===== src/rtl/alu_seq_core.sv =====
// alu_seq_core: multi-cycle ALU with a start/busy/done handshake.
// Ports: clk, rst, start, op, a_in, b_in, led_sel -> busy, done, result, flags, led.
module alu_seq_core #(
  parameter int WIDTH = 32,
  parameter int SHW   = $clog2(WIDTH)
) (
  input  logic             clk,
  input  logic             rst,
  input  logic             start,
  input  logic [2:0]       op,
  input  logic [WIDTH-1:0] a_in,
  input  logic [WIDTH-1:0] b_in,
  input  logic [2:0]       led_sel,
  output logic             busy,
  output logic             done,
  output logic [WIDTH-1:0] result,
  output logic [3:0]       flags,
  output logic [7:0]       led
);

  if (WIDTH != 8 && WIDTH != 16 && WIDTH != 32) begin : g_bad_width
    $error("alu_seq_core: WIDTH must be 8, 16 or 32");
  end

  localparam int CW = SHW + 1;
  localparam int M  = WIDTH - 1;
  localparam logic [3:0] NBYTES = 4'(WIDTH / 8);

  localparam logic [2:0] OP_ADD = 3'b100;
  localparam logic [2:0] OP_SUB = 3'b101;
  localparam logic [2:0] OP_SLL = 3'b110;
  localparam logic [2:0] OP_MUL = 3'b111;

  typedef enum logic [1:0] {
    IDLE,
    EXEC,
    DONE
  } state_t;

  state_t             state;
  logic [WIDTH-1:0]   a_q;
  logic [WIDTH-1:0]   b_q;
  logic [2:0]         op_q;
  logic [CW-1:0]      cnt;
  // SLL: low half is the shifting value, bit WIDTH is the last bit out.
  // MUL: {hi, lo} product register, lo starts as the multiplier.
  logic [2*WIDTH-1:0] acc;

  logic [SHW-1:0]     shamt;
  logic [CW-1:0]      n_exec;
  logic [WIDTH:0]     mul_sum;
  logic [WIDTH:0]     add_s;
  logic [WIDTH:0]     sub_s;
  logic [WIDTH-1:0]   res_d;
  logic               c_d;
  logic               v_d;
  logic [WIDTH-1:0]   res_shr;

  assign shamt = b_q[SHW-1:0];

  always_comb begin
    n_exec = CW'(1);
    if (op_q == OP_MUL)
      n_exec = CW'(WIDTH);
    else if (op_q == OP_SLL && shamt != '0)
      n_exec = {1'b0, shamt};
  end

  assign mul_sum = {1'b0, acc[2*WIDTH-1:WIDTH]}
                 + (acc[0] ? {1'b0, a_q} : '0);
  assign add_s = {1'b0, a_q} + {1'b0, b_q};
  assign sub_s = {1'b0, a_q} + {1'b0, ~b_q} + (WIDTH+1)'(1);

  always_comb begin
    res_d = '0;
    c_d   = 1'b0;
    v_d   = 1'b0;
    case (op_q)
      3'b000: res_d = a_q & b_q;
      3'b001: res_d = a_q | b_q;
      3'b010: res_d = a_q ^ b_q;
      3'b011: res_d = ~(a_q | b_q);
      OP_ADD: begin
        res_d = add_s[WIDTH-1:0];
        c_d   = add_s[WIDTH];
        v_d   = (a_q[M] == b_q[M]) && (res_d[M] != a_q[M]);
      end
      OP_SUB: begin
        res_d = sub_s[WIDTH-1:0];
        c_d   = sub_s[WIDTH];
        v_d   = (a_q[M] != b_q[M]) && (res_d[M] != a_q[M]);
      end
      OP_SLL: begin
        res_d = acc[WIDTH-1:0];
        c_d   = acc[WIDTH];
      end
      default: begin
        res_d = acc[WIDTH-1:0];
        c_d   = |acc[2*WIDTH-1:WIDTH];
      end
    endcase
  end

  always_ff @(posedge clk) begin
    if (rst) begin
      state  <= IDLE;
      busy   <= 1'b0;
      done   <= 1'b0;
      result <= '0;
      flags  <= '0;
      a_q    <= '0;
      b_q    <= '0;
      op_q   <= '0;
      cnt    <= '0;
      acc    <= '0;
    end else begin
      done <= 1'b0;
      case (state)
        IDLE: begin
          if (start) begin
            a_q   <= a_in;
            b_q   <= b_in;
            op_q  <= op;
            cnt   <= '0;
            acc   <= {{WIDTH{1'b0}},
                      (op == OP_MUL) ? b_in : a_in};
            busy  <= 1'b1;
            state <= EXEC;
          end
        end
        EXEC: begin
          if (cnt == n_exec) begin
            result <= res_d;
            flags  <= {res_d == '0, c_d, v_d, res_d[M]};
            done   <= 1'b1;
            state  <= DONE;
          end else begin
            cnt <= cnt + CW'(1);
            if (op_q == OP_MUL)
              acc <= {mul_sum, acc[WIDTH-1:1]};
            else if (op_q == OP_SLL && cnt < {1'b0, shamt})
              acc <= acc << 1;
          end
        end
        default: begin
          busy  <= 1'b0;
          state <= IDLE;
        end
      endcase
    end
  end

  assign res_shr = result >> {led_sel, 3'b000};
  assign led = ({1'b0, led_sel} < NBYTES) ? res_shr[7:0]
             : {4'b0000, flags};

endmodule


===== config.mk =====
export PLATFORM = sky130hd
export DESIGN_NAME = alu_seq_core
export DESIGN_NICKNAME = d
export VERILOG_FILES = /design/src/rtl/alu_seq_core.sv
export SDC_FILE = /design/constraint.sdc
export NUM_CORES = 1
export LEC_CHECK = 0
export CAP_MARGIN = 10
export CORE_MARGIN = 3
export CORE_UTILIZATION = 30
export CTS_BUF_LIST = sky130_fd_sc_hd__clkbuf_2 sky130_fd_sc_hd__clkbuf_4 sky130_fd_sc_hd__clkbuf_8
export DETAILED_ROUTE_END_ITERATION = 8
export PLACE_DENSITY = 0.53
export SLEW_MARGIN = 20
export SYNTH_ARGS = -nofsm -noshare
export SYNTH_HDL_FRONTEND = slang
export SYNTH_SLANG_ARGS = --single-unit

===== constraint.sdc =====
create_clock -name clk -period 8.45 [get_ports clk]
set_clock_uncertainty 0.15 [all_clocks]
set_input_delay 2.1125 -clock clk [delete_from_list [all_inputs] [get_ports clk]]
set_output_delay 2.1125 -clock clk [all_outputs]
set_load 0.03 [all_outputs]

==> impl_metrics.env, run 1 <==
export IMPL_yosys_top_cells_area="dfxtp_1 (21%), ha_1 (11%), a21oi_1 (8.2%)"
export IMPL_post_synth_inst_count=2354
export IMPL_synth_async_sr_flop_share=0
export IMPL_grt_pass1_vias=16700
export IMPL_static_leakage_power_nw=7.21
export IMPL_final_setup_tns_ps=0
export IMPL_cts_root_buffer="clkbuf_8"
export IMPL_report_final_setup_viol=0
export IMPL_timing_critical_path_to_type="output pin"
export IMPL_synth_nets=2570
export IMPL_regToRegStartpoint="b_q[1]$_SDFFE_PP0P_"
export IMPL_critPathLaunch="led_sel[0]"
export IMPL_maximum_resistive_drop_on_vdd_mv=0.123
export IMPL_area_delta_synth_final_pct=12.2
export IMPL_r2r_end="flags[3]$_SDFFE_PP0P_"
export IMPL_routedWlPerCell_microns=23.1
export IMPL_number_of_buffers_added_by_the_clock_tree_synthesis_step=17
export IMPL_core_sq_um=54200
export IMPL_synth_most_common_cell="nand2_1"
export IMPL_grt_pass1_wl_microns=106000
export IMPL_path_class="input pin to output pin"
export IMPL_die_height_microns=241
export IMPL_drt_wl_total_microns=70900
export IMPL_postCtsSetupRepairBufs=0
export IMPL_finalWeightedCongestion=0.940
export IMPL_post_synth_cell_area_avg_sq_um=7.05
export IMPL_outcome="finished clean"
export IMPL_timing_reg2reg_worst_path_depth=13
export IMPL_critical_path_peak_fanout=8
export IMPL_synth_top_cell_area_share=0.212
export IMPL_ys_warnings_count=0
export IMPL_worstSetupStartpointType="input pin"
export IMPL_drive_gt1_frac=0.0561
export IMPL_cts_tree="done"
export IMPL_power_share_switching=0.422
export IMPL_required_ps=6190
export IMPL_synth_top_area_cell="dfxtp_1"
export IMPL_remaining_drc_errors=0
export IMPL_timing_max_cap_violations=0
export IMPL_post_cts_hold_fix_bufs=0
export IMPL_detailedRoute_firstIterationViolations=1672
export IMPL_max_freq_mhz=148
export IMPL_die_x_microns=241
export IMPL_rsz0062_at_grt="no"
export IMPL_setup_slack_of_the_critical_path_after_layout_ps=1710
export IMPL_port_buffers=118
export IMPL_post_synth_instance_area_sq_um=16600
export IMPL_hold_viol_final=0
export IMPL_pre_cts_ws_ps=1710
export IMPL_grt_util_all_layers=0.240
export IMPL_layout_worst_path_cycle_share=0.797
export IMPL_worst_skew_pair_late_latency_ps=580
export IMPL_r2r_setup_slack_ps=3500
export IMPL_total_switching_power_w=0.00105
export IMPL_detailroute_via_count=17900
export IMPL_cts_clk_slew_worst_paths_ps=100
export IMPL_yosys_cell_types_count=98
export IMPL_layout_min_cycle_time_ps=6740
export IMPL_cell_internal_pwr_w=0.00144
export IMPL_clockBufferDepth=2
export IMPL_grt_ovfl_total=0
export IMPL_dominantRegCellSynth="dfxtp_1"
export IMPL_final_max_slew_viol_count=0
export IMPL_worst_pin_slew_ps=1200
export IMPL_antenna_left=0
export IMPL_post_drt_via_cell_ratio=5.82
export IMPL_rows=85
export IMPL_clock_share_of_power=0.262
export IMPL_die_area_sq_um=58200
export IMPL_hp_class="flop to flop"
export IMPL_floorplan_initialDensity=0.306
export IMPL_netlist_top_cells_count="nand2_1 (321), a21oi_1 (273), nor2_1 (248)"
export IMPL_yosys_register_bits=176
export IMPL_p_comb_frac=0.360
export IMPL_cts_sinks=176
export IMPL_io_pins=119
export IMPL_first_pass_iters=7
export IMPL_power_frac_seq=0.378
export IMPL_critical_path_arrival_ps=4480
export IMPL_synth_sequential_area_ratio=0.212
export IMPL_post_dp_hpwl_microns=52600
export IMPL_antenna_found_initial=1
export IMPL_cts_repair_resized=0
export IMPL_pwr_density_cell_nw_per_um2=133
export IMPL_cts_htree_levels=4
export IMPL_max_slew_margin=0.195
export IMPL_finalNetCount=2573
export IMPL_pin_count_of_the_biggest_net_entering_global_routing=82
export IMPL_endpoint="led[3]"
export IMPL_number_of_enable_type_register_cells_in_the_synthesized_netlist=0
[layout by cell type, fill, tap and decap left out, drive strengths merged, types with 26 or more instances in the layout]
master           n
nor3            80
nand2          322
clkdlybuf4s50  117
and2            45
buf             31
a211oi          71
nor4            26
dfxtp          176
o22ai           27
nor2           249
and3            36
o21ai          126
a21oi          273
a21o            33
inv            126
mux2i           39
ha             140
[state kept, by name, summed over array words and instances (netlist names)]
signal  cells
state       2
done        1
result     31
a_q        32
acc        64
busy        1
flags       4
cnt         6
b_q        32
op_q        3
[layout make-up]
cell class,count,area (sq um)
repair buffers,148,1400
clock inverters,13,150
fillers,5861,35600
flip-flops and latches,176,3530
diodes,3,7.51
well taps,696,871
clock buffers,19,255
multi-input cells,1893,11900
inverters,121,454
[stage by stage]
step	cell area, sq um	utilization	cells	hold WS (ps)	total power, W
3_5_place_dp	18200	0.336	3034	320	0.00183
2_1_floorplan	16600	-	2354	301	0.00153
3_3_place_gp	18200	0.336	3034	315	0.00182
6_report	18600	0.343	3069	332	0.00248
4_1_cts	18600	0.343	3066	334	0.00249
5_1_grt	18600	0.343	3066	361	0.00261
[how the worst min path moves through the flow]
stage | startpoint | endpoint | slack [ps] | depth (start not counted)
after floorplan | state[1]$_SDFFE_PP0P_ | busy$_SDFFE_PP0P_ | 300 | 1
after detailed placement | b_q[27]$_SDFFE_PP0P_ | b_q[27]$_SDFFE_PP0P_ | 320 | 2
after CTS | b_q[27]$_SDFFE_PP0P_ | b_q[27]$_SDFFE_PP0P_ | 330 | 2
final | b_q[27]$_SDFFE_PP0P_ | b_q[27]$_SDFFE_PP0P_ | 330 | 2
after global placement | b_q[27]$_SDFFE_PP0P_ | b_q[27]$_SDFFE_PP0P_ | 320 | 2
after global routing | b_q[12]$_SDFFE_PP0P_ | b_q[12]$_SDFFE_PP0P_ | 360 | 2
[power by group through the flow]
stage	Combinational, W	Clock [W]	Sequential (W)
2_1_floorplan	0.000599	0	0.000927
3_3_place_gp	0.000864	0	0.000956
3_5_place_dp	0.000870	0	0.000957
4_1_cts	0.000875	0.000674	0.000938
5_1_grt	0.000968	0.000702	0.000943
6_report	0.000893	0.000651	0.000937
[per-layer routing]
metal | vias to the layer above | global-route usage | part of all wire
met5 | - | 0 | 0
met4 | 0 | 0.115 | 0.046
met3 | 141 | 0.0410 | 0.065
met2 | 642 | 0.381 | 0.45
met1 | 8635 | 0.318 | 0.44
li1 | 8432 | - | -
[cells by family after synthesis]
| logic type | after synthesis | share of synthesized area |
|---|---|---|
| xor+xnor | 35 | 0.0185 |
| compound gates | 770 | 0.302 |
| mux | 57 | 0.0412 |
| simple gates | 888 | 0.247 |
| buf+inv | 285 | 0.0702 |
| flops | 176 | 0.212 |
| fa+ha+maj | 143 | 0.109 |
[critical path, stage by stage]
cell	delay [ps]
clkdlybuf4s50_1	910
mux4_2	590
mux2_2	270
clkdlybuf4s50_1	590
Note: power is estimated with default switching activity, not from simulation.
==> run 2, diff against run 1 <==
==> constraint.sdc (replaced) <==
create_clock -name clk -period 6.5 [get_ports clk]
set_clock_uncertainty 0.15 [all_clocks]
set_input_delay 1.625 -clock clk [delete_from_list [all_inputs] [get_ports clk]]
set_output_delay 1.625 -clock clk [all_outputs]
set_load 0.03 [all_outputs]
==> impl_metrics.env, run 2 (synthesis gave the netlist of run 1 again) <==
export IMPL_clockBufferDepth=2
export IMPL_top_layer_used="met4"
export IMPL_path_common_cell="clkdlybuf4s50_1"
export IMPL_maximum_resistive_drop_on_vdd_mv=0.164
export IMPL_die_area_sq_um=58200
export IMPL_antenna_left=0
export IMPL_drt_wl_total_microns=71300
export IMPL_final_setup_tns_ps=0
export IMPL_rows=85
export IMPL_worstSetupStartpointType="input pin"
export IMPL_io_pins=119
export IMPL_grt_util_all_layers=0.242
export IMPL_layout_commonest_cell="nand2_1"
export IMPL_post_drt_via_cell_ratio=5.79
export IMPL_layout_min_cycle_time_ps=5490
export IMPL_first_pass_iters=8
export IMPL_path_delay_family="buffers and inverters"
export IMPL_largest_reg_flops=64
export IMPL_largest_register="acc"
export IMPL_static_leakage_power_nw=7.25
export IMPL_path_class="input pin to output pin"
export IMPL_rsz0062_at_grt="no"
export IMPL_postLayoutCoreUtil=0.344
export IMPL_grt_pass1_wl_microns=106000
export IMPL_post_dp_hpwl_microns=53400
export IMPL_critical_path_max_stage_delay_ps=830
export IMPL_cts_sinks=176
export IMPL_max_freq_mhz=182
export IMPL_grt_ovfl_total=0
export IMPL_outcome="finished clean"
export IMPL_timing_critical_path_to_type="output pin"
export IMPL_port_buffers=118
export IMPL_cts_htree_levels=4
export IMPL_post_cts_hold_fix_bufs=0
export IMPL_pwr_density_cell_nw_per_um2=174
export IMPL_detailroute_wirelength_met3_microns=3640
export IMPL_finalNetCount=2578
export IMPL_number_of_buffers_added_by_the_clock_tree_synthesis_step=17
export IMPL_critPathLaunch="led_sel[1]"
export IMPL_hold_viol_final=0
export IMPL_floorplan_initialDensity=0.306
export IMPL_final_max_slew_viol_count=0
export IMPL_worst_pin_slew_ps=1090
export IMPL_routedWlPerCell_microns=23.2
export IMPL_cts_repair_resized=0
export IMPL_critical_path_arrival_ps=3720
export IMPL_layout_worst_path_cycle_share=0.845
export IMPL_area_delta_synth_final_pct=12.5
export IMPL_cells_along_the_critical_path="clkdlybuf4s50_1, mux4_2, mux2_2, clkdlybuf4s50_1"
export IMPL_finalWeightedCongestion=0.950
export IMPL_largestRegisters="acc: 64 flops, a_q: 32 flops, b_q: 32 flops"
export IMPL_timing_critical_path_buf_inv=2
export IMPL_detailedRoute_firstIterationViolations=1633
export IMPL_drive_gt1_frac=0.0581
export IMPL_antenna_found_initial=1
export IMPL_grt_pass1_vias=16700
export IMPL_core_sq_um=54200
export IMPL_hp_class="flop to flop"
export IMPL_timing_max_cap_violations=0
export IMPL_holdWs_ps=331
export IMPL_die_height_microns=241
export IMPL_critPathSlowestCell="clkdlybuf4s50_1"
export IMPL_drt_met1_wl_microns=32200
export IMPL_required_ps=4720
export IMPL_critical_path_peak_fanout=8
export IMPL_max_slew_margin=0.271
export IMPL_die_x_microns=241
export IMPL_regToRegStartpoint="op_q[1]$_SDFFE_PP0P_"
export IMPL_pin_count_of_the_biggest_net_entering_global_routing=96
export IMPL_worst_skew_pair_late_latency_ps=590
export IMPL_cts_clk_slew_worst_paths_ps=80
export IMPL_most_common_layout_cells="nand2_1 (320), a21oi_1 (273), nor2_1 (245)"
export IMPL_postCtsSetupRepairBufs=0
export IMPL_cts_root_buffer="clkbuf_8"
export IMPL_routed_wl_met2_microns=32500
export IMPL_detailroute_via_count=17800
export IMPL_remaining_drc_errors=0
export IMPL_holdCritStartpoint="b_q[25]$_SDFFE_PP0P_"
export IMPL_cts_tree="done"
export IMPL_filler_cell_count=5874
export IMPL_report_final_setup_viol=0
[run 2: changes by cell type in the layout (fill, tap and decap cells not counted), sizes merged]
cell / previous run / this run
buf: 31 / 36
clkbuf: 19 / 18
inv: 126 / 125
clkinv: 5 / 6
diode: 3 / 2
bufinv: 1 / 2
[run 2: power breakdown]
group	leakage, nW	switching [W]	internal [W]
clock	0.208	0.000512	0.000364
combinational	5.60	0.000748	0.000406
sequential	1.44	0.0000869	0.00113
total	7.25	0.00135	0.00190
[run 2: path summary, 6_finish.rpt]
check | to | slack (ps) | depth (start not counted)
worst min register to register | b_q[25]$_SDFFE_PP0P_ | 330 | 2
worst max register to register | flags[3]$_SDFFE_PP0P_ | 1860 | 12
worst max-delay path | led[0] | 1010 | 4
worst min-delay path | b_q[25]$_SDFFE_PP0P_ | 330 | 2
[run 2: worst register-to-register path, cell delays in order (launching register included)]
cell       delay [ps]
dfxtp_2           760
inv_2             570
nand2_1           650
nor2_1             80
buf_4             290
a221oi_1          390
o21ai_1           140
a2111oi_2         350
o2111ai_1         250
nor4_2            350
nand4_1           180
nor4_2            270
a31o_1            160
[run 2: final cells by class]
class / instances / area, sq um / share of cell area
Tap cell: 696 / 871 / 0.0466
Clock inverter: 14 / 176 / 0.00945
Inverter: 121 / 454 / 0.0243
Multi-Input combinational cell: 1893 / 11900 / 0.640
Antenna cell: 2 / 5.00 / 0.000268
Clock buffer: 18 / 248 / 0.0133
Timing Repair Buffer: 153 / 1440 / 0.0772
Sequential cell: 176 / 3530 / 0.189
[run 2: layer usage]
layer / track usage / vias to the layer above
li1: - / 8465
met1: 0.322 / 8564
met2: 0.393 / 656
met3: 0.0261 / 121
met4: 0.118 / 0
met5: 0 / -
[run 2: metrics by stage]
| step | area [sq um] | total power [W] | setup WS (ps) | cells |
|---|---|---|---|---|
| 6_report | 18700 | 0.00325 | 1010 | 3073 |
| 3_3_place_gp | 18200 | 0.00237 | 1000 | 3039 |
| 3_5_place_dp | 18200 | 0.00238 | 977 | 3039 |
| 2_1_floorplan | 16600 | 0.00198 | 1780 | 2354 |
| 5_1_grt | 18700 | 0.00342 | 932 | 3072 |
| 4_1_cts | 18700 | 0.00326 | 968 | 3071 |
==> run 3, diff against run 2 <==
==> constraint.sdc (replaced) <==
create_clock -name clk -period 5.6 [get_ports clk]
set_clock_uncertainty 0.15 [all_clocks]
set_input_delay 1.4 -clock clk [delete_from_list [all_inputs] [get_ports clk]]
set_output_delay 1.4 -clock clk [all_outputs]
set_load 0.03 [all_outputs]
==> impl_metrics.env, run 3 (synthesis gave the netlist of run 1 again) <==
export IMPL_core_sq_um=54200
export IMPL_total_switching_power_w=0.00154
export IMPL_finalNetCount=2589
export IMPL_cts_htree_levels=4
export IMPL_max_freq_mhz=199
export IMPL_hp_class="flop to flop"
export IMPL_grt_met2_usage=0.393
export IMPL_worst_skew_pair_late_latency_ps=580
export IMPL_final_instance_count_excl_fill=3082
export IMPL_r2r_setup_slack_ps=950
export IMPL_power_frac_seq=0.387
export IMPL_cells_along_the_critical_path="clkdlybuf4s50_1, mux4_2, nor2b_1, clkdlybuf4s50_1"
export IMPL_required_ps=4050
export IMPL_detailroute_via_count=17700
export IMPL_most_common_layout_cells="nand2_1 (320), a21oi_1 (273), nor2_1 (245)"
export IMPL_postLayoutCoreUtil=0.345
export IMPL_holdCritStartpoint="b_q[28]$_SDFFE_PP0P_"
export IMPL_critical_path_max_stage_delay_ps=750
export IMPL_static_leakage_power_nw=7.28
export IMPL_final_max_slew_viol_count=0
export IMPL_timing_max_cap_violations=0
export IMPL_grt_pass1_vias=16500
export IMPL_cell_internal_pwr_w=0.00211
export IMPL_largest_register="acc"
export IMPL_place_detailed_instances=3050
export IMPL_drive_gt1_frac=0.0621
export IMPL_largestRegisters="acc: 64 flops, a_q: 32 flops, b_q: 32 flops"
export IMPL_layout_worst_path_cycle_share=0.898
export IMPL_floorplan_initialDensity=0.306
export IMPL_rows=85
export IMPL_layout_min_cycle_time_ps=5030
export IMPL_cts_clk_slew_worst_paths_ps=100
export IMPL_grt_ovfl_total=0
export IMPL_path_common_cell="clkdlybuf4s50_1"
export IMPL_clock_share_of_power=0.243
export IMPL_outcome="finished clean"
export IMPL_max_slew_margin=0.268
export IMPL_report_final_setup_viol=0
export IMPL_critPathSlowestCell="clkdlybuf4s50_1"
export IMPL_die_height_microns=241
export IMPL_io_pins=119
export IMPL_remaining_drc_errors=0
export IMPL_largest_reg_flops=64
export IMPL_grt_most_used_layer="met2"
export IMPL_port_buffers=118
export IMPL_first_pass_iters=6
export IMPL_postCtsSetupRepairBufs=0
export IMPL_cts_root_buffer="clkbuf_8"
export IMPL_routedWlPerCell_microns=23.2
export IMPL_timing_hold_worst_path_depth=2
export IMPL_post_layout_total_power_w=0.00365
export IMPL_rsz0062_at_grt="no"
export IMPL_grt_util_all_layers=0.242
export IMPL_critical_path_arrival_ps=3480
export IMPL_cts_repair_resized=0
export IMPL_finalWeightedCongestion=0.925
export IMPL_clockBufferDepth=2
export IMPL_pin_count_of_the_biggest_net_entering_global_routing=91
export IMPL_drt_wl_total_microns=71400
export IMPL_r2r_end="acc[59]$_SDFFE_PP0P_"
export IMPL_path_class="input pin to output pin"
export IMPL_die_x_microns=241
export IMPL_number_of_buffers_added_by_the_clock_tree_synthesis_step=17
export IMPL_maximum_resistive_drop_on_vdd_mv=0.173
export IMPL_die_area_sq_um=58200
export IMPL_antenna_left=0
export IMPL_pwr_density_cell_nw_per_um2=195
export IMPL_post_dp_hpwl_microns=53700
export IMPL_grt_pass1_wl_microns=106000
export IMPL_timing_critical_path_to_type="output pin"
export IMPL_layout_commonest_cell="nand2_1"
export IMPL_post_drt_via_cell_ratio=5.75
export IMPL_hold_viol_final=0
export IMPL_critical_path_peak_fanout=8
export IMPL_detailedRoute_firstIterationViolations=1603
export IMPL_worst_pin_slew_ps=1100
export IMPL_post_cts_hold_fix_bufs=0
export IMPL_area_delta_synth_final_pct=12.6
export IMPL_global_route_usage_met1=0.320
export IMPL_grt_met3_usage=0.0338
export IMPL_worstSetupStartpointType="input pin"
export IMPL_antenna_found_initial=1
export IMPL_power_share_switching=0.422
export IMPL_final_setup_tns_ps=0
export IMPL_regToRegStartpoint="acc[0]$_SDFFE_PP0P_"
export IMPL_p_comb_frac=0.369
export IMPL_hold_end="b_q[28]$_SDFFE_PP0P_"
export IMPL_cts_sinks=176
export IMPL_timing_reg2reg_worst_path_depth=14
export IMPL_cts_tree="done"
run 3: changes by cell type in the layout (fill, tap and decap cells not counted), moves of 2 or more:
| cell | previous run | this run |
|---|---|---|
| buf_12 | 0 | 2 |
| buf_4 | 36 | 45 |
| bufinv_16 | 2 | 0 |
| clkinv_2 | 1 | 3 |
| clkinv_8 | 2 | 0 |
run 3: worst max path at each step:
| stage | slack (ps) | depth (start not counted) | start | to |
|---|---|---|---|---|
| 2_1_floorplan | 1330 | 3 | led_sel[0] | led[0] |
| 3_3_place_gp | 520 | 4 | led_sel[1] | led[5] |
| 3_5_place_dp | 500 | 4 | led_sel[1] | led[5] |
| 4_1_cts | 480 | 4 | led_sel[1] | led[5] |
| 5_1_grt | 460 | 4 | led_sel[1] | led[5] |
| 6_report | 570 | 4 | led_sel[1] | led[6] |
run 3: per-layer routing:
| layer | up-vias | wire, microns | part of all wire |
|---|---|---|---|
| met1 | 8432 | 31800 | 0.45 |
| li1 | 8479 | - | - |
| met3 | 130 | 4000 | 0.056 |
| met4 | 0 | 3170 | 0.044 |
| met5 | - | 0 | 0 |
| met2 | 683 | 32400 | 0.45 |
run 3: per-stage QoR:
stage | setup WS [ps] | cell area (sq um) | hold slack [ps]
final | 574 | 18700 | 330
after CTS | 483 | 18700 | 332
after global placement | 518 | 18400 | 315
after detailed placement | 500 | 18400 | 319
after floorplan | 1330 | 16600 | 301
after global routing | 459 | 18700 | 357
run 3: layout make-up:
cell class / instances / area (sq um)
antenna: 1 / 2.50
clock buffer: 18 / 241
clock inverter: 13 / 104
fill: 5824 / 35500
inverter: 121 / 454
multi-input combinational: 1893 / 11900
sequential: 176 / 3530
tap: 696 / 871
timing repair buffer: 164 / 1550
run 3: power by group through the flow:
stage / combinational (W) / sequential (W) / clock, W
4_1_cts: 0.00132 / 0.00141 / 0.000921
2_1_floorplan: 0.000904 / 0.00140 / 0
3_3_place_gp: 0.00131 / 0.00144 / 0
5_1_grt: 0.00147 / 0.00142 / 0.000961
6_report: 0.00135 / 0.00141 / 0.000888
3_5_place_dp: 0.00132 / 0.00144 / 0
run 3: worst max-delay path: cells and delay by family:
kind	cells	cell delay, ps
buffers and inverters	2	1500
multiplexers	1	270
AND/OR/NAND/NOR	1	300
